$ cat config.mk
export PLATFORM = sky130hd
export DESIGN_NAME = bus_byte_packer
export DESIGN_NICKNAME = d
export VERILOG_FILES = /design/src/rtl/bus_pkg.sv /design/src/rtl/bus_fifo.sv /design/src/rtl/bus_byte_packer.sv
export SDC_FILE = /design/constraint.sdc
export NUM_CORES = 1
export LEC_CHECK = 0
export BUFFER_PORTS_ARGS = -buffer_cell sky130_fd_sc_hd__clkbuf_2
export CORE_UTILIZATION = 50
export CTS_BUF_LIST = sky130_fd_sc_hd__clkbuf_4 sky130_fd_sc_hd__clkbuf_8
export DETAILED_ROUTE_END_ITERATION = 10
export PLACE_DENSITY = 0.73
export RECOVER_POWER = 25
export REMOVE_ABC_BUFFERS = 1
export SLEW_MARGIN = 20
export SYNTH_ARGS = -nofsm -noshare
export SYNTH_HDL_FRONTEND = slang
export SYNTH_SLANG_ARGS = --single-unit
$ cat constraint.sdc
create_clock -name clk -period 9.9 [get_ports clk]
set_input_delay 1.485 -clock clk [delete_from_list [all_inputs] [get_ports clk]]
set_output_delay 1.485 -clock clk [all_outputs]
set_load 0.01 [all_outputs]
$ cat src/rtl/bus_pkg.sv
// Shared types for the byte-stream to bus-frame packer.
// One frame is twelve bytes carrying adr, dat and sel words.
package bus_pkg;

  localparam int FRAME_BYTES = 12;

  typedef struct packed {
    logic [31:0] adr;
    logic [31:0] dat;
    logic [31:0] sel;
  } t_bus;

  typedef enum logic [1:0] {
    IDLE,
    ADR,
    DAT,
    SEL
  } t_state;

  // Flat little-endian byte vector: byte i sits at [8i+7:8i].
  function automatic t_bus pack_frame(
    input logic [8*FRAME_BYTES-1:0] f
  );
    t_bus b;
    b.adr = f[31:0];
    b.dat = f[63:32];
    b.sel = f[95:64];
    return b;
  endfunction

endpackage

$ cat src/rtl/bus_fifo.sv
// Small synchronous FIFO with wrap-bit pointers.
// Push while full is honoured only alongside a pop.
module bus_fifo #(
  parameter int WIDTH = 96,
  parameter int DEPTH = 2
) (
  input  logic             clk,
  input  logic             rst_n,
  input  logic             push_i,
  input  logic [WIDTH-1:0] din_i,
  input  logic             pop_i,
  output logic [WIDTH-1:0] dout_o,
  output logic             full_o,
  output logic             empty_o
);

  localparam int AW = $clog2(DEPTH);

  logic [WIDTH-1:0] mem_q [DEPTH];
  logic [AW:0]      wr_q, wr_d;
  logic [AW:0]      rd_q, rd_d;
  logic             do_push;
  logic             do_pop;

  assign empty_o = (wr_q == rd_q);
  assign full_o  = (wr_q[AW] != rd_q[AW]) &&
                   (wr_q[AW-1:0] == rd_q[AW-1:0]);

  assign do_pop  = pop_i && !empty_o;
  assign do_push = push_i && (!full_o || do_pop);

  assign wr_d = do_push ? wr_q + 1'b1 : wr_q;
  assign rd_d = do_pop ? rd_q + 1'b1 : rd_q;

  // Empty reads as zero so the output bus is clean after reset.
  assign dout_o = empty_o ? '0 : mem_q[rd_q[AW-1:0]];

  always_ff @(posedge clk or negedge rst_n) begin
    if (!rst_n) begin
      wr_q <= '0;
      rd_q <= '0;
    end else begin
      wr_q <= wr_d;
      rd_q <= rd_d;
    end
  end

  always_ff @(posedge clk) begin
    if (do_push) mem_q[wr_q[AW-1:0]] <= din_i;
  end

endmodule

$ cat src/rtl/bus_byte_packer.sv
// Packs a sof-delimited byte stream into 96-bit bus frames
// and buffers them behind a valid/ready output.
module bus_byte_packer
  import bus_pkg::*;
#(
  parameter int FIFO_DEPTH = 2
) (
  input  logic        clk,
  input  logic        rst_n,
  input  logic        in_valid,
  input  logic        in_sof,
  input  logic [7:0]  in_byte,
  output logic        in_ready,
  output logic        out_valid,
  input  logic        out_ready,
  output t_bus        out_bus,
  output logic [15:0] frame_cnt,
  output logic        err
);

  localparam int HB = 8 * (FRAME_BYTES - 1);

  t_state        state_q, state_d;
  logic [3:0]    idx_q, idx_d;
  logic [HB-1:0] frame_q, frame_d;
  logic          err_q, err_d;
  logic [15:0]   cnt_q;
  logic          push;
  logic          pop;
  logic          acc;
  logic          fifo_full;
  logic          fifo_empty;
  t_bus          push_data;

  assign pop       = out_valid && out_ready;
  assign in_ready  = !((idx_q == 4'd11) && fifo_full && !pop);
  assign acc       = in_valid && in_ready;
  assign push_data = pack_frame({in_byte, frame_q});
  assign out_valid = !fifo_empty;
  assign frame_cnt = cnt_q;
  assign err       = err_q;

  always_comb begin
    state_d = state_q;
    idx_d   = idx_q;
    frame_d = frame_q;
    err_d   = err_q;
    push    = 1'b0;
    if (acc) begin
      if (in_sof) begin
        // A sof mid-frame drops the partial and restarts here.
        if (state_q != IDLE) err_d = 1'b1;
        frame_d[7:0] = in_byte;
        state_d      = ADR;
        idx_d        = 4'd1;
      end else if (state_q == IDLE) begin
        err_d = 1'b1;
      end else if (idx_q == 4'd11) begin
        push    = 1'b1;
        state_d = IDLE;
        idx_d   = 4'd0;
      end else begin
        frame_d[idx_q*8 +: 8] = in_byte;
        idx_d                 = idx_q + 4'd1;
        if (idx_q == 4'd3) state_d = DAT;
        if (idx_q == 4'd7) state_d = SEL;
      end
    end
  end

  always_ff @(posedge clk or negedge rst_n) begin
    if (!rst_n) begin
      state_q <= IDLE;
      idx_q   <= 4'd0;
      frame_q <= '0;
      err_q   <= 1'b0;
      cnt_q   <= 16'd0;
    end else begin
      state_q <= state_d;
      idx_q   <= idx_d;
      frame_q <= frame_d;
      err_q   <= err_d;
      if (pop) cnt_q <= cnt_q + 16'd1;
    end
  end

  bus_fifo #(
    .WIDTH ($bits(t_bus)),
    .DEPTH (FIFO_DEPTH)
  ) u_fifo (
    .clk     (clk),
    .rst_n   (rst_n),
    .push_i  (push),
    .din_i   (push_data),
    .pop_i   (pop),
    .dout_o  (out_bus),
    .full_o  (fifo_full),
    .empty_o (fifo_empty)
  );

endmodule
### Word-level counts from Yosys, hierarchy flattened

Memory sizes are Yosys's and may differ from the RTL's.
Cells that the tools add are included.

| storage, ports and cells | value |
|---|---|
| output and inout port bits | 115 |
| latch bits | 0 |
| bits in registers | 115 |
| input port bits | 13 |
| RAM bits | 192 |
| ROM bits | 0 |
| memories kept | 1 |

Memory list:

| name | depth | bits a word | rd ports | clocked after Yosys merged registers in | wr ports | line | text |
|---|---|---|---|---|---|---|---|
| u_fifo.mem_q | 2 | 96 | 1 | 0 | 1 | bus_fifo.sv:19 | `logic [WIDTH-1:0] mem_q [DEPTH];` |

| operators by class | value |
|---|---|
| bitwise gates (word level) | 3 |
| multiplexer cells | 22 |
| order comparisons | 0 |
| $mul | 0 |
| shift-type cells | 2 |
| add/subtract/negate cells | 5 |
| equality and inequality tests | 9 |
| div/mod/pow operators | 0 |
| reductions and logical operators | 21 |

Operator list:

| cell | number |
|---|---|
| $mux 96 | 1 |
| $bwmux 88 | 1 |
| $shift 8x34->88 const A | 1 |
| $shiftx 8x34->88 | 1 |
| $neg 7->34 | 1 |
| $mux 8 | 3 |
| $add 16x1->16 const B | 1 |
| $mux 4 | 3 |
| $mux 2 | 5 |
| $mux 1 | 9 |
| $reduce_and 3->1 | 3 |
| $logic_and 1x1->1 | 7 |
| $add 2x1->2 const B | 2 |
| $add 4x1->4 const B | 1 |
| $eq 4x2->1 const B | 1 |
| $eq 4x3->1 const B | 1 |
| $eq 4x4->1 const B | 1 |
| $logic_not 1->1 | 4 |
| $ne 2x2->1 const B | 2 |
| $reduce_and 4->1 | 1 |
| $reduce_bool 2->1 | 2 |
| $reduce_bool 4->1 | 1 |
| $not 1->1 | 3 |
| $eq 2x2->1 | 1 |
| other kinds (6) | 6 |

### Logic depth before layout (Yosys ltp)

Gate-level depths: netlist (run 1).

| depth | value |
|---|---|
| word-level depth | 11 |
| depth in mapped cells | 8 |

### Hierarchy

Synthesis (run 1) repeated with hierarchy kept, for this count alone.

| second synthesis, totals | value |
|---|---|
| cell total of the unflattened synthesis | 820 |
| area, all modules | 12548.3 um^2 |

Modules (own cells, without submodules):

| module | seq. area each (um^2) | cells an instance | area each (um^2) | instances |
|---|---|---|---|---|
| bus_fifo | 5865.6 | 436 | 7569.8 | 1 |
| bus_byte_packer | 2777.7 | 384 | 4978.5 | 1 |

### Worst setup path before layout (run 1)

OpenSTA, ideal clock, no wires.

| timing path | value |
|---|---|
| path kind | input to register |
| start point | input port in_sof |
| end point | memory u_fifo.mem_q[0][0] (enable) |
| cell stages on the path | 4 |
| setup slack | 3.390 ns |
| path buffers | 0 |
| arrival | 5.958 ns |
| cell sequence | nand2b_1 nor2_1 nand3_1 nor2_1 |

| on the way | value |
|---|---|
| longest elaborated chain between the ends | 5 |

Ends and longest elaborated chain:

| item | line | text |
|---|---|---|
| start, declared | bus_byte_packer.sv:11 | `input logic in_sof,` |
| $mux 1 | bus_byte_packer.sv:50 | `if (in_sof) begin` |
| $mux 1 | bus_byte_packer.sv:49 | `if (acc) begin` |
| $logic_and 1x1->1 | bus_fifo.sv:30 | `assign do_push = push_i && (!full_o \|\| do_pop);` |
| $mux 1 | bus_fifo.sv:49 | `if (do_push) mem_q[wr_q[AW-1:0]] <= din_i;` |
| $mux 1 (implied by the code) | bus_fifo.sv:49 |  |
| end, declared | bus_fifo.sv:19 |  |

No other way between the ends.

### Final worst setup path (run 1)

| timing path | value |
|---|---|
| start point | register u_fifo.rd_q[0] |
| end point | output port out_valid |

| on the way | value |
|---|---|
| longest elaborated chain between the ends | 2 |

Ends and longest elaborated chain:

| item | line | text |
|---|---|---|
| start, declared | bus_fifo.sv:21 | `logic [AW:0] rd_q, rd_d;` |
| start signal, assigned | bus_fifo.sv:44 | `rd_q <= rd_d;` |
| $eq 2x2->1 | bus_fifo.sv:25 | `assign empty_o = (wr_q == rd_q);` |
| $logic_not 1->1 | bus_byte_packer.sv:39 | `assign out_valid = !fifo_empty;` |
| end, declared | bus_byte_packer.sv:14 | `output logic out_valid,` |

No other way between the ends.

==> results of run 1 <==
-- sequential cells by signal, indices dropped and copies added, names as in the netlist --
name,flops
u_fifo.wr_q,2
err,1
frame_cnt,16
frame_q,88
u_fifo.rd_q,2
state_q,2
idx_q,4
u_fifo.mem_q,192
-- stage by stage --
stage / worst slack [ps] / hold WS [ps]
2_1_floorplan: 949.8 / 436.6
3_3_place_gp: 5821 / 440.7
3_5_place_dp: 5766 / 451.3
4_1_cts: 5188 / 449.2
5_1_grt: 4984 / 461.7
6_report: 5299 / 455.3
-- report_power, final --
group,total (mW),internal (mW),leakage [nW],switching (mW)
registers,1.66,1.51,3.48,0.149
logic,0.999,0.400,2.43,0.599
clock network,1.05,0.594,0.509,0.459
-- logic make-up (layout without fill, tap and decap cells) --
logic type / count (synthesis) / in the layout
and+or+nand+nor: 243 / 243
xor gates and xnor gates: 24 / 24
buffers and inverters: 51 / 238
AOI/OAI and AO/OA: 19 / 19
muxes: 186 / 186
adders and majority gates: 5 / 5
DFF: 307 / 307
-- metal layers --
metal	vias to the layer above	GRT usage	wire length [µm]
li1	3314	-	-
met2	180	0.3208	11550
met4	0	0.05638	485
met1	3510	0.2586	10610
met5	-	0	0
met3	38	0.03907	1186
-- final cells by class --
cell class,instances,area [µm²],area share
tap,324,405.4,0.02840
inverter,18,70.07,0.004908
clock buffer,75,888.4,0.06223
sequential,307,8647,0.6058
multi-input combinational,477,3497,0.2450
clock inverter,12,83.83,0.005873
timing repair buffer,133,683.2,0.04786
-- final timing paths --
path | start | endpoint | slack, ps | depth (start not counted)
max | u_fifo.rd_q[0] | out_valid | 5300 | 5
max in group asynchronous | rst_n | frame_q[85] | 6900 | 2
max reg2reg | idx_q[0] | frame_q[29] | 6010 | 5
min | frame_q[37] | u_fifo.mem_q[1][37] | 460 | 0
min in group asynchronous | rst_n | frame_cnt[10] | 1450 | 1
min reg2reg | frame_q[37] | u_fifo.mem_q[1][37] | 460 | 0
-- synth_stat cells, types with 5 or more instances --
cell      count  share of area
dfrtp_1     115           0.23
ha_1          5         0.0051
and2_1        8         0.0041
mux2_2       81          0.074
nand4_1       8         0.0041
edfxtp_1    192           0.47
clkbuf_1     27         0.0082
and3_1       11         0.0056
xor2_1        9         0.0064
nand3_1      19         0.0077
mux2i_1     105          0.085
inv_1        18         0.0055
nor2_1      142          0.043
nor3_1        8         0.0032
xnor2_1      15          0.011
nand2_1      25         0.0076
==> results.toml, run 1 <==
[synth]
synthArstFlopShare = 0.3746
synth_edf_count = 192
synth_top_family_by_area = "multiplexers"
synthCells = 835
synthMuxAreaShare = 0.1593
postSynthAreaPerCell_um2 = 14.76
synth-adder-area-share = 0.005078
ys_seq_area_frac = 0.7015
synth-xor-area-share = 0.01706
ys.flop_type = "edfxtp_1"
synth_area_mm2 = 0.01232
yosys_warnings = 0
synthSimpleGateAreaFrac = 0.09079
ys_types = 44
synth_seq_cells = 307
synth_compound_area_frac = 0.01036

[sta]
hold_viol_final = 0
slew_viol_final = 35
setup_tns_ps = 0
clock_skew_ps = 24.98
finalCritPeriodShare = 0.4647
tightestPinTransition_ps = 1866
slew_headroom = -0.2443
fmax_ghz = 0.2174
setup_violations = 0
fin_crit_ps = 4601
rsz0062_at_grt = "no"

[drt]
wire_per_inst_um = 17.71
firstDrtPassIters = 5
finalWirelength_um = 23840
drtIter0Drc = 467
drcViolationCount = 0
viasPerCell = 5.232
num_vias = 7042
antenna_left = 0

[grt]
antenna_found_initial = 0
grt_max_degree = 100
grt_pass1_vias = 7002
grt_pass1_wl_um = 38200
grt-ovfl-total = 0
grt_usage = 0.1930

[place]
dpl.hpwl_um = 14360
placed_cell_area_mm2 = 0.01330
gp_congestion = 0.8209
port_buffers = 127
placedCellCount = 1259

[hold_path]
min_path_type = "register to register"

[critical_path]
path_buf_inv = 3
endpoint_kind = "output port"
worstSetupPathType = "register to output port"
crit_fanout = 99
worstPathRequired_ps = 8420
crit_arrival_ps = 3120
crit_path_start_kind = "register"
crit_family = "buffers and inverters"
slowest_delay_ps = 940
crit_chain = "xor2_1 > nor2_4 > buf_4 > inv_1 > clkbuf_2"
slowest_stage = "dfrtp_4"

[floorplan]
rows = 57
core_area_mm2 = 0.02425
initial_core_util = 0.5081
fp.dieW_um = 159.0
fp.dieH_um = 159.0
design.portCount = 128
dieArea_mm2 = 0.02527

[job]
max_cap_viol_count = 1

[clocking]
htreeDepth = 2
insertion_delay_ps = 550
cts_sinks = 307
cts_resized = 0
cts_tree = "yes"
clockBufferDepth = 3
cts_root_buf = "clkbuf_8"
postCtsSetupRepairBufs = 0
cts_hold_buf = 0
clk_pin_slew_worst_paths_ps = 60
cts_made_buffers = 47

[finish]
nFillCells = 1939
finalNonFillerCells = 1346
syn2layout_area_growth_pct = 15.86
drive_gt1_frac = 0.2975
diodes = 0
layout_common_cells = "edfxtp_1 (192), nor2_1 (140), clkbuf_2 (126)"
finalNetCount = 1002
final_common_cell = "edfxtp_1"
stdcell_area_mm2 = 0.01427
postLayoutCoreUtil = 0.5887

[run_status]
violations = "max-capacitance violations, max-slew violations"
outcome = "complete, but fails checks"

[power_and_ir_drop]
p_total_mw = 3.710
ir_worst_vdd_mv = 0.1674
p_leak_nw = 6.425
cellPowerDensity_mw_per_mm2 = 259.9
No activity file was read; power rests on OpenSTA's default activity.
==> run 2, diff against run 1 <==
--- a/config.mk
+++ b/config.mk
@@ -9,7 +9,7 @@
 export CORE_UTILIZATION = 50
 export CTS_BUF_LIST = sky130_fd_sc_hd__clkbuf_4 sky130_fd_sc_hd__clkbuf_8
 export DETAILED_ROUTE_END_ITERATION = 10
-export PLACE_DENSITY = 0.73
+export PLACE_DENSITY = 0.76
 export RECOVER_POWER = 25
 export REMOVE_ABC_BUFFERS = 1
 export SLEW_MARGIN = 20
==> constraint.sdc (replaced) <==
create_clock -name clk -period 4.07 [get_ports clk]
set_input_delay 0.6105 -clock clk [delete_from_list [all_inputs] [get_ports clk]]
set_output_delay 0.6105 -clock clk [all_outputs]
set_load 0.01 [all_outputs]
==> run 2 against run 1 <==
Net effect:
- critical endpoint is now out_bus[86]
- flip-flop and latch count stayed put
- global-route usage is 0.33 points higher
- via count is 0.80% higher
- largest power group unchanged
- the flow now finishes without violations
==> results.toml, run 2 (synthesis results as in run 1) <==
[sta]
fin_hold_ws_ps = 100.4
tightestPinTransition_ps = 1014
fin_crit_ps = 3710
rsz0062_at_grt = "no"
setup_tns_ps = 0
clock_skew_ps = 22.06
slew_headroom = 0.3225
fmax_ghz = 0.2696
slew_viol_final = 0
hold_viol_final = 0
finalCritPeriodShare = 0.9115
setup_violations = 0

[critical_path]
worstSetupPathType = "register to output port"
crit_path_start_kind = "register"
regToRegSetupSlack_ps = 610
r2r-start = "idx_q[0]"
timing.rr.end = "frame_q[81]"
endpoint_kind = "output port"
reg2regPathDepth = 6
crit_fanout = 58
crit_arrival_ps = 3100
worstPathRequired_ps = 3460

[floorplan]
dieArea_mm2 = 0.02527
design.portCount = 128
fp.dieH_um = 159.0
initial_core_util = 0.5081
core_area_mm2 = 0.02425
rows = 57
fp.dieW_um = 159.0

[clocking]
cts_hold_buf = 0
cts_made_buffers = 47
postCtsSetupRepairBufs = 0
clockBufferDepth = 3
htreeDepth = 2
cts_sinks = 307
cts_root_buf = "clkbuf_8"
clk_pin_slew_worst_paths_ps = 60
cts_resized = 0
insertion_delay_ps = 560
cts_tree = "yes"

[finish]
finalNonFillerCells = 1348
final_common_cell = "edfxtp_1"
layout_common_cells = "edfxtp_1 (192), nor2_1 (140), clkbuf_2 (118)"
stdcell_area_mm2 = 0.01429
drive_gt1_frac = 0.2949
finalNetCount = 1005
diodes = 0
largest_reg_flops = 192
syn2layout_area_growth_pct = 16.01

[drt]
num_vias = 7098
finalWirelength_um = 24260
firstDrtPassIters = 4
drtIter0Drc = 493
antenna_left = 0
wire_per_inst_um = 17.99
drcViolationCount = 0
viasPerCell = 5.266

[place]
port_buffers = 127
dpl.hpwl_um = 15270
gp_congestion = 0.8259
placedCellCount = 1262
placed_cell_area_mm2 = 0.01334

[power_and_ir_drop]
p_leak_nw = 6.431
ir_worst_vdd_mv = 0.4096
cellPowerDensity_mw_per_mm2 = 633.1

[grt]
antenna_found_initial = 0
busiest_layer = "met2"
grt_usage = 0.1963
grt_pass1_wl_um = 38740
grt-ovfl-total = 0
gr-usage-met3 = 0.04220
grt_pass1_vias = 7160
use_met2 = 0.3208
gr-usage-met1 = 0.2613
grt_max_degree = 82

[job]
max_cap_viol_count = 0

[run_status]
outcome = "finished, final reports clean"

[hold_path]
min_path_type = "primary input to asynchronous set/reset pin"
[run 2: power breakdown]
part	switching, mW	internal, mW	total (mW)
clock network	1.13	1.42	2.55
logic	1.58	0.980	2.56
registers	0.269	3.67	3.94
[run 2: final cells by class]
class                      instances  area (µm²)
clock buffer                      72       865.8
multi-input combinational        477        3497
clock inverter                    14       96.34
sequential                       307        8647
timing repair buffer             136       711.9
fill                            1894        9955
tap                              324       405.4
inverter                          18       70.07
[run 2: worst max-delay path, cell delays in order (launching register included)]
cell      delay (ps)
dfrtp_1          470
xor2_1           280
nor2_4           840
buf_4            640
nor2_1           150
clkbuf_2         160
[run 2: routing by layer]
metal	up-vias	part of all wire
li1	3315	-
met1	3533	0.43
met2	211	0.49
met3	39	0.058
met4	0	0.020
met5	-	0
[run 2: worst max path at each step]
stage              startpoint            endpoint  slack, ps
4_1_cts        u_fifo.wr_q[0]         out_bus[86]        270
3_5_place_dp         idx_q[0]         frame_q[80]        590
2_1_floorplan  u_fifo.rd_q[0]  u_fifo.mem_q[0][0]      -4320
6_report       u_fifo.wr_q[0]         out_bus[86]        360
3_3_place_gp         idx_q[0]         frame_q[83]        680
5_1_grt        u_fifo.wr_q[0]         out_bus[86]        100
[run 2: per-stage QoR]
step / worst slack [ps] / utilization / total power [mW]
floorplan: -4324 / - / 5.769
finish: 360.3 / 0.5895 / 9.049
global route: 104.4 / 0.5895 / 9.546
detailed placement: 594.1 / 0.5501 / 6.582
CTS: 270.8 / 0.5897 / 9.154
global placement: 676.2 / 0.5501 / 6.516
